$ cat src/rtl/upbus_ramif_ctrl.sv
// upbus_ramif_ctrl
//   Host-side bridge: turns one-cycle host read/write strobes into the
//   held-level upen/upws/uprs access protocol of the RAM CPU-interface macro.
//   Optional watchdog (macro UPBUS_RAMIF_TOUT_EN) ends accesses that the macro
//   never completes and reports them through host_err.
//
// Handshakes:
//   Host side : a strobe (host_we/host_re) is accepted only in IDLE on a
//               window hit; host_busy high means strobes are ignored. Each
//               accepted strobe yields exactly one host_ack pulse (unless reset
//               intervenes), with host_err qualifying it and host_rdata valid.
//   Macro side: upen rises with a one-cycle upws/uprs and stays high, with upa
//               and updi stable, until uprdy is sampled (or the watchdog fires).
//               upen then stays low for at least two cycles (DONE, GAP).
module upbus_ramif_ctrl #(
  parameter int                      ADDRBIT  = 5,
  parameter int                      WIDTH    = 32,
  parameter int                      HADDRBIT = 16,
  parameter logic [HADDRBIT-1:0]     BASE     = 16'h0000,
  parameter int                      TOUT_CYC = 255,
  parameter logic [WIDTH-1:0]        ERRDATA  = 32'hDEAD_BEEF
) (
  input  logic                clk,
  input  logic                rst,
  input  logic                host_we,
  input  logic                host_re,
  input  logic [HADDRBIT-1:0] host_addr,
  input  logic [WIDTH-1:0]    host_wdata,
  output logic [WIDTH-1:0]    host_rdata,
  output logic                host_ack,
  output logic                host_err,
  output logic                host_busy,
  output logic                upen,
  output logic [ADDRBIT-1:0]  upa,
  output logic                upws,
  output logic                uprs,
  output logic [WIDTH-1:0]    updi,
  input  logic [WIDTH-1:0]    updo,
  input  logic                uprdy,
  output logic [2:0]          dbg_state
);

  typedef enum logic [2:0] {
    ST_IDLE = 3'd0,
    ST_STRB = 3'd1,
    ST_WAIT = 3'd2,
    ST_DONE = 3'd3,
    ST_GAP  = 3'd4
  } state_t;

  state_t               state_q;
  state_t               state_d;
  logic                 is_wr_q;
  logic [ADDRBIT-1:0]   upa_q;
  logic [WIDTH-1:0]     updi_q;
  logic [WIDTH-1:0]     rdata_q;
  logic                 win_hit;
  logic                 accept;
  logic                 tout_hit;

  // Window decode on the address bits above the macro address field.
  assign win_hit = (host_addr[HADDRBIT-1:ADDRBIT] == BASE[HADDRBIT-1:ADDRBIT]);

  // A strobe is taken only in IDLE; strobes in any other state are dropped.
  assign accept  = (state_q == ST_IDLE) && win_hit && (host_we || host_re);

`ifdef UPBUS_RAMIF_TOUT_EN
  localparam logic [7:0] TOUT_LIM = 8'(TOUT_CYC);

  logic [7:0] wd_q;
  logic       err_q;

  assign tout_hit = (wd_q == TOUT_LIM);

  // Watchdog: cleared on the strobe cycle, counts every WAIT cycle that does
  // not end the access.
  always_ff @(posedge clk) begin
    if (rst) begin
      wd_q <= 8'd0;
    end else if (state_q == ST_STRB) begin
      wd_q <= 8'd0;
    end else if ((state_q == ST_WAIT) && !uprdy && !tout_hit) begin
      wd_q <= wd_q + 8'd1;
    end
  end

  // Error flag: set by a watchdog exit, cleared by a normal completion.
  // uprdy on the limit cycle wins over the watchdog.
  always_ff @(posedge clk) begin
    if (rst) begin
      err_q <= 1'b0;
    end else if (state_q == ST_WAIT) begin
      if (uprdy) begin
        err_q <= 1'b0;
      end else if (tout_hit) begin
        err_q <= 1'b1;
      end
    end
  end

  assign host_err = err_q;
`else
  // Without the watchdog WAIT only ends on uprdy and no error is reported.
  logic unused_cfg;
  assign unused_cfg = ^{ERRDATA, TOUT_CYC};
  assign tout_hit   = 1'b0;
  assign host_err   = 1'b0;
`endif

  // State register.
  always_ff @(posedge clk) begin
    if (rst) begin
      state_q <= ST_IDLE;
    end else begin
      state_q <= state_d;
    end
  end

  // Next-state logic.
  always_comb begin
    state_d = state_q;
    case (state_q)
      ST_IDLE: begin
        if (accept) begin
          state_d = ST_STRB;
        end
      end
      ST_STRB: begin
        state_d = ST_WAIT;
      end
      ST_WAIT: begin
        if (uprdy || tout_hit) begin
          state_d = ST_DONE;
        end
      end
      ST_DONE: begin
        state_d = ST_GAP;
      end
      ST_GAP: begin
        state_d = ST_IDLE;
      end
      default: begin
        state_d = ST_IDLE;
      end
    endcase
  end

  // Request capture: address, write data and access type held for the access.
  // A simultaneous read strobe is dropped in favour of the write.
  always_ff @(posedge clk) begin
    if (rst) begin
      upa_q   <= '0;
      updi_q  <= '0;
      is_wr_q <= 1'b0;
    end else if (accept) begin
      upa_q   <= host_addr[ADDRBIT-1:0];
      updi_q  <= host_wdata;
      is_wr_q <= host_we;
    end
  end

  // Read data: macro data on completion, ERRDATA on timeout, reads only.
  always_ff @(posedge clk) begin
    if (rst) begin
      rdata_q <= '0;
    end else if ((state_q == ST_WAIT) && !is_wr_q) begin
      if (uprdy) begin
        rdata_q <= updo;
      end
`ifdef UPBUS_RAMIF_TOUT_EN
      else if (tout_hit) begin
        rdata_q <= ERRDATA;
      end
`endif
    end
  end

  // Outputs decoded from the state register.
  always_comb begin
    upen      = 1'b0;
    upws      = 1'b0;
    uprs      = 1'b0;
    host_ack  = 1'b0;
    host_busy = 1'b0;
    case (state_q)
      ST_STRB: begin
        upen      = 1'b1;
        upws      = is_wr_q;
        uprs      = !is_wr_q;
        host_busy = 1'b1;
      end
      ST_WAIT: begin
        upen      = 1'b1;
        host_busy = 1'b1;
      end
      ST_DONE: begin
        host_ack  = 1'b1;
        host_busy = 1'b1;
      end
      default: begin
        upen      = 1'b0;
      end
    endcase
  end

  assign upa        = upa_q;
  assign updi       = updi_q;
  assign host_rdata = rdata_q;
  assign dbg_state  = state_q;

endmodule

$ cat config.mk
export PLATFORM = sky130hd
export DESIGN_NAME = upbus_ramif_ctrl
export DESIGN_NICKNAME = d
export VERILOG_FILES = /design/src/rtl/upbus_ramif_ctrl.sv
export SDC_FILE = /design/constraint.sdc
export NUM_CORES = 1
export LEC_CHECK = 0
export CORE_MARGIN = 5
export CORE_UTILIZATION = 39
export CTS_CLUSTER_SIZE = 25
export DETAILED_ROUTE_END_ITERATION = 8
export PLACE_DENSITY = 0.79
export SLEW_MARGIN = 20
export SYNTH_ARGS = -nofsm -noshare
export SYNTH_HDL_FRONTEND = slang
export SYNTH_SLANG_ARGS = --single-unit
export TNS_END_PERCENT = 100
$ cat constraint.sdc
create_clock -name clk -period 1.8 [get_ports clk]
set_input_delay 0.18 -clock clk [delete_from_list [all_inputs] [get_ports clk]]
set_output_delay 0.18 -clock clk [all_outputs]
set_load 0.01 [all_outputs]
==> impl_summary.log, run 1 <==
[metrics] final setup skew: 0.008618 ns
[metrics] warnings from Yosys: 0
[metrics] most used standard cells in the synthesized netlist: sky130_fd_sc_hd__nand2b_1, sky130_fd_sc_hd__dfxtp_1, sky130_fd_sc_hd__nand2_1
[metrics] global-route wire length before repair: 13,280 um
[metrics] post-synthesis to final-layout area growth: 63.15%
[metrics] Final Cell Area: 0.004952 sq mm
[metrics] cts repair resizes: 5
[metrics] pin count of the biggest net entering global routing: 70
[metrics] Overflow after GRT: 0
[metrics] average cell area after synthesis: 9.170 sq um
[metrics] fill cell instance count of the final layout: 638
[metrics] total core area: 0.007647 sq mm
[metrics] share of the synthesized netlist area taken by xor and xnor gates: 0.2885%
[metrics] buffers plus inverters on the worst setup path: 1
[metrics] number of antenna violations at the first check in global routing: 0
[metrics] worst setup path category: flop to output port
[metrics] Max Slew Vio Count: 0
[metrics] DPL Wire Length: 6214 um
[metrics] Max-Cap Viols: 0
[metrics] worst stage delay on the critical path: 0.56 ns
[metrics] leakage: 0.001703 uW
[metrics] Unique masters post-synth: 26
[metrics] DR iter-0 viols: 63
[metrics] number of cells produced by synthesis: 331
[metrics] Worst Setup Slack post-DPL: -0.07705 ns
[metrics] fraction of the mapped netlist area in simple logic gates: 27.66%
[metrics] io pins: 163
[metrics] dominant combinational cell family by area after synthesis: simple AND/OR/NAND/NOR gates
[metrics] total routed wirelength: 8246 um
[metrics] library cell occupying the most area in the post-synthesis netlist: sky130_fd_sc_hd__dfxtp_1
[metrics] area fraction of the dominant cell type after synthesis: 48.15%
[metrics] layout cells sized above 1: 6.531%
[metrics] largest fanout on the critical path: 6
[metrics] arithmetic-cell share of the synthesized area counting full adders, half adders and majority gates: 0%
[metrics] number of vias per cell after detailed routing: 4.611
[metrics] standard-cell rows: 32
[metrics] clock latency on the worst-skew pair: 0.33 ns
[metrics] cell total after placement: 576
[metrics] vias in the first global route: 2,770
[metrics] post-synthesis compound-gate area fraction: 5.523%
[metrics] post-CTS setup repair buffer count: 0
[metrics] post-layout minimum cycle time: 1.720 ns
[metrics] number of buffers created by CTS: 9
[metrics] routed via count: 2,730
[metrics] die width: 98.22 um
[metrics] full die area: 0.009647 sq mm
[metrics] total inserted antenna cells: 0
[metrics] GRT Overall Usage: 16.84%
[metrics] H-tree levels: 3
[metrics] min setup slack post-route: 0.07951 ns
[metrics] post-synthesis async set-or-reset flop share: 0%
[metrics] Routed WL per cell: 13.93 um
[metrics] share of the yosys chip area belonging to registers: 48.15%
[metrics] number of register bits inferred by synthesis: 73
[metrics] period utilization: 95.58%
[metrics] library cell contributing the largest single delay on the critical path: sky130_fd_sc_hd__clkdlybuf4s50_1
[metrics] number of endpoints with negative hold slack in the final report: 0
[metrics] number of nets in the finished design: 570
[metrics] most numerous cell in the Yosys netlist: sky130_fd_sc_hd__nand2b_1
[metrics] Finished Layout Cells: 592
[metrics] ranking of synthesized cells by area: sky130_fd_sc_hd__dfxtp_1, sky130_fd_sc_hd__nand2b_1, sky130_fd_sc_hd__mux2i_1, sky130_fd_sc_hd__nand2_1, sky130_fd_sc_hd__a21oi_1
[metrics] detailed-route DRC error count: 0
[metrics] total power per unit cell area: 672.7 mW/mm^2
[metrics] element type at the critical path start: flop
[metrics] Critical Path, Cell by Cell: xnor2_1 > nor2_1 > clkdlybuf4s50_1
[metrics] multiplexer share of the synthesized area: 12.53%
[metrics] post-placement cell area: 0.004723 sq mm
[metrics] cell class contributing the biggest share of worst-path delay: buffers and inverters
[metrics] CTS tree: yes
[metrics] number of buffers on the longest clock path: 2
[metrics] endpoint required time on the critical path: 1.62 ns
[metrics] total setup violations reported at the end of the flow: 0
[metrics] prevailing post-synth register cell: sky130_fd_sc_hd__dfxtp_1
[metrics] Total Power: 3331 uW
[metrics] number of flops mapped to enable cells by yosys: 0
[metrics] initial cell density of the core: 39.69%
[metrics] Synthesized Nets: 416
[metrics] setup repair after global routing missed its margin: false
[metrics] kind of capture point of the worst setup path: output port
[metrics] routability cong.: 0.7650
[metrics] highest attainable clock frequency: 0.5812 GHz
[metrics] cts hold-fix bufs: 0
[metrics] Syn Std Cell Area: 0.003035 sq mm
[metrics] maximum VDD drop: 0.0004124 V
[metrics] Num Clock Sinks: 73
[metrics] type of the most critical hold path: primary input to flop
[metrics] remaining antenna violation count after routing: 0
[metrics] height of the die: 98.22 um
[metrics] critical path data arrival time: 1.54 ns
[metrics] Clk pin slew, worst setup/hold paths: 0.08 ns
[metrics] Clock Root Buffer: sky130_fd_sc_hd__clkbuf_8
[metrics] detailed-router iteration count before antenna repair: 4
[metrics] status: completed
[metrics] quantity of I/O buffers inserted on ports: 161
-- cell families (layout without fill, tap and decap cells) --
logic type	Yosys count	in the layout
AND/OR/NAND/NOR	158	158
buffers and inverters	27	186
multiplexers	38	38
other	1	1
AO/OA/AOI/OAI	33	33
XOR/XNOR	1	1
flip-flops	73	73
-- through the flow --
stage               hold WS (ns)  utilization [%]  TNS, ns
finish                    0.1860            64.76        0
floorplan                 0.3160                -        0
global placement          0.4405            61.76  -0.5093
CTS                       0.1776            64.71        0
global route              0.1900            64.76        0
detailed placement        0.4461            61.76   -1.284
-- flip-flops by register name, summed over array words and instances, names as in the netlist --
name        cells
host_rdata     32
is_wr_q         1
dbg_state       3
upa             5
updi           32
-- path summary, 6_finish.rpt --
kind              cells after the start            from  slack [ns]              to
setup / recovery                      3    dbg_state[0]        0.08            upen
hold / removal                        2             rst        0.19    dbg_state[1]
setup reg to reg                      5    dbg_state[0]        0.26        updi[24]
hold reg to reg                       2  host_rdata[20]        0.45  host_rdata[20]
-- area by class of cell --
class	count	area [sq um]	area share, %
Sequential cell	73	1465	29.59
Tap cell	102	127.6	2.577
Timing Repair Buffer	170	1720	34.74
Clock buffer	12	155.1	3.133
Multi-Input combinational cell	231	1410	28.47
Clock inverter	4	73.82	1.491
-- where the power goes --
part           switching (uW)  internal, uW
Clock                     584           860
Sequential              0.207          1610
Combinational            72.7           200
Total                     657          2670
-- worst register-to-register path, delay by kind of cell, from the launching register on --
family	cells	cell delay, ns
AND/OR/NAND/NOR	2	0.48
buffers and inverters	2	0.41
flip-flops	1	0.35
multiplexers	1	0.23
-- layout by cell type (no fill, tap or decap), types with 2 or more instances in the layout --
cell                              Yosys  layout
sky130_fd_sc_hd__clkdlybuf4s50_1      0     156
sky130_fd_sc_hd__nand2b_1            76      76
sky130_fd_sc_hd__dfxtp_1             73      70
sky130_fd_sc_hd__nand2_1             64      64
sky130_fd_sc_hd__mux2i_1             38      38
sky130_fd_sc_hd__a21oi_1             32      32
sky130_fd_sc_hd__clkbuf_8             0      11
sky130_fd_sc_hd__nor4_1               5       5
sky130_fd_sc_hd__buf_4                4       5
sky130_fd_sc_hd__buf_12               1       4
sky130_fd_sc_hd__dfxtp_2              0       3
sky130_fd_sc_hd__dlygate4sd2_1        0       3
sky130_fd_sc_hd__nor2_1               2       2
sky130_fd_sc_hd__nor3_1               2       2
sky130_fd_sc_hd__bufinv_16            0       2
-- metal layers --
| layer | track usage (%) | wire length (um) | up-vias |
|---|---|---|---|
| met5 | 0 | 0 | - |
| met4 | 5.672 | 58 | 0 |
| met3 | 5.929 | 714 | 5 |
| met2 | 28.27 | 3909 | 104 |
| met1 | 20.09 | 3563 | 1242 |
| li1 | - | - | 1379 |
Note: power is estimated with default switching activity, not from simulation.
==> inputs of run 2 (changes only) <==
- CORE_UTILIZATION: 39 -> 45
- DONT_BUFFER_PORTS: unset -> 1
- PLACE_DENSITY: 0.79 -> 0.59
- SLEW_MARGIN: 20 -> 15
==> impl_summary.log, run 2 (same netlist as run 1, synthesis figures left out) <==
[metrics] number of vias per cell after detailed routing: 5.017
[metrics] number of buffers created by CTS: 9
[metrics] number of cells on the worst hold path: 2
[metrics] fill cell instance count of the final layout: 580
[metrics] Num Clock Sinks: 73
[metrics] detailed-route DRC error count: 0
[metrics] Clk pin slew, worst setup/hold paths: 0.08 ns
[metrics] DR iter-0 viols: 101
[metrics] CTS tree: yes
[metrics] endpoint required time on the critical path: 1.62 ns
[metrics] type of the most critical hold path: primary input to flop
[metrics] reg2reg path depth: 4
[metrics] H-tree levels: 3
[metrics] FF-to-FF Start: dbg_state[1]
[metrics] routability cong.: 0.7089
[metrics] vias in the first global route: 2,431
[metrics] endpoint of the worst register-to-register path: updi[14]
[metrics] number of antenna violations at the first check in global routing: 0
[metrics] post-synthesis to final-layout area growth: 31.82%
[metrics] cts repair resizes: 0
[metrics] full die area: 0.008488 sq mm
[metrics] status: completed
[metrics] Worst R2R Setup Slack: 0.26 ns
[metrics] Max Slew Vio Count: 0
[metrics] standard-cell rows: 30
[metrics] sequential cell area: 0.001461 sq mm
[metrics] setup repair after global routing missed its margin: false
[metrics] cell total after placement: 393
[metrics] critical path data arrival time: 1.50 ns
[metrics] final setup TNS: 0 ns
[metrics] die width: 92.13 um
[metrics] clock latency on the worst-skew pair: 0.34 ns
[metrics] end of the critical path: upws
[metrics] leakage: 0.001383 uW
[metrics] most common cell after layout, fill and taps aside: sky130_fd_sc_hd__nand2b_1
[metrics] total power per unit cell area: 812.6 mW/mm^2
[metrics] Max-Cap Viols: 0
[metrics] Finished Layout Cells: 480
[metrics] largest fanout on the critical path: 6
[metrics] Total Power: 3251 uW
[metrics] element type at the critical path start: flop
[metrics] remaining antenna violation count after routing: 0
[metrics] most used cells in the layout excluding fill and tap cells: sky130_fd_sc_hd__nand2b_1, sky130_fd_sc_hd__dfxtp_1, sky130_fd_sc_hd__dlygate4sd3_1, sky130_fd_sc_hd__nand2_1, sky130_fd_sc_hd__mux2i_1
[metrics] Setup crit start: dbg_state[0]
[metrics] maximum VDD drop: 0.0003810 V
[metrics] Overflow after GRT: 0
[metrics] layout cells sized above 1: 7.500%
[metrics] total setup violations reported at the end of the flow: 0
[metrics] height of the die: 92.13 um
[metrics] number of buffers on the longest clock path: 2
[metrics] post-CTS setup repair buffer count: 0
[metrics] post-layout minimum cycle time: 1.684 ns
[metrics] worst setup path category: flop to output port
[metrics] initial cell density of the core: 45.43%
[metrics] area of combinational cells with multiple inputs: 0.001410 sq mm
[metrics] total core area: 0.006681 sq mm
[metrics] io pins: 163
[metrics] total inserted antenna cells: 0
[metrics] number of endpoints with negative hold slack in the final report: 0
[metrics] quantity of I/O buffers inserted on ports: 0
[metrics] cts hold-fix bufs: 71
[metrics] highest attainable clock frequency: 0.5939 GHz
[metrics] total routed wirelength: 7590 um
[metrics] DPL Wire Length: 4610 um
[metrics] Routed WL per cell: 15.81 um
[metrics] global-route wire length before repair: 11,680 um
[metrics] kind of capture point of the worst setup path: output port
[metrics] Clock Root Buffer: sky130_fd_sc_hd__clkbuf_8
[metrics] final setup skew: 0.01066 ns
[metrics] routed via count: 2,408
[metrics] number of nets in the finished design: 480
[metrics] GRT Overall Usage: 17.33%
[metrics] detailed-router iteration count before antenna repair: 6
[metrics] Final Hold Slack: 0.01345 ns
[metrics] period utilization: 93.55%
[metrics] pin count of the biggest net entering global routing: 80
## run 2: metal layers
| layer | routed length [um] | vias to the layer above | global-route usage, % |
|---|---|---|---|
| li1 | - | 1199 | - |
| met1 | 3069 | 1093 | 18.91 |
| met2 | 3725 | 108 | 28.59 |
| met3 | 700 | 8 | 7.793 |
| met4 | 95 | 0 | 8.292 |
| met5 | 0 | - | 0 |
## run 2: area by class of cell
cell class              instances  area share [%]
flip-flops and latches         73           36.52
clock buffers                  11           3.784
clock inverters                 5           1.939
multi-input cells             231           35.24
well taps                      80           2.502
repair buffers                 80           20.01
## run 2: worst min path at each step
stage	startpoint	endpoint	slack, ns
floorplan	updo[0]	host_rdata[0]	0.32
global placement	rst	host_rdata[13]	0.26
detailed placement	rst	dbg_state[2]	0.26
global route	rst	updi[9]	0.003
finish	rst	updi[2]	0.01
CTS	rst	updi[21]	0.00006
## run 2: where the power goes
part	internal (uW)	switching, uW
registers	1610	0.441
clock network	851	592
logic	144	49.4
## run 2: worst max-delay path, cell delays in order (launching register included)
cell,delay [ns]
sky130_fd_sc_hd__dfxtp_1,0.48
sky130_fd_sc_hd__buf_4,0.21
sky130_fd_sc_hd__nor4bb_1,0.30
sky130_fd_sc_hd__buf_4,0.18
## run 2: per-stage QoR
stage | area (sq um) | utilization [%] | setup WS (ns)
after global placement | 3052 | 45.67 | 0.3441
after CTS | 4001 | 59.89 | 0.08187
after global routing | 4001 | 59.89 | 0.02780
after floorplan | 3035 | - | 0.2925
final | 4001 | 59.89 | 0.1162
after detailed placement | 3052 | 45.67 | 0.2488
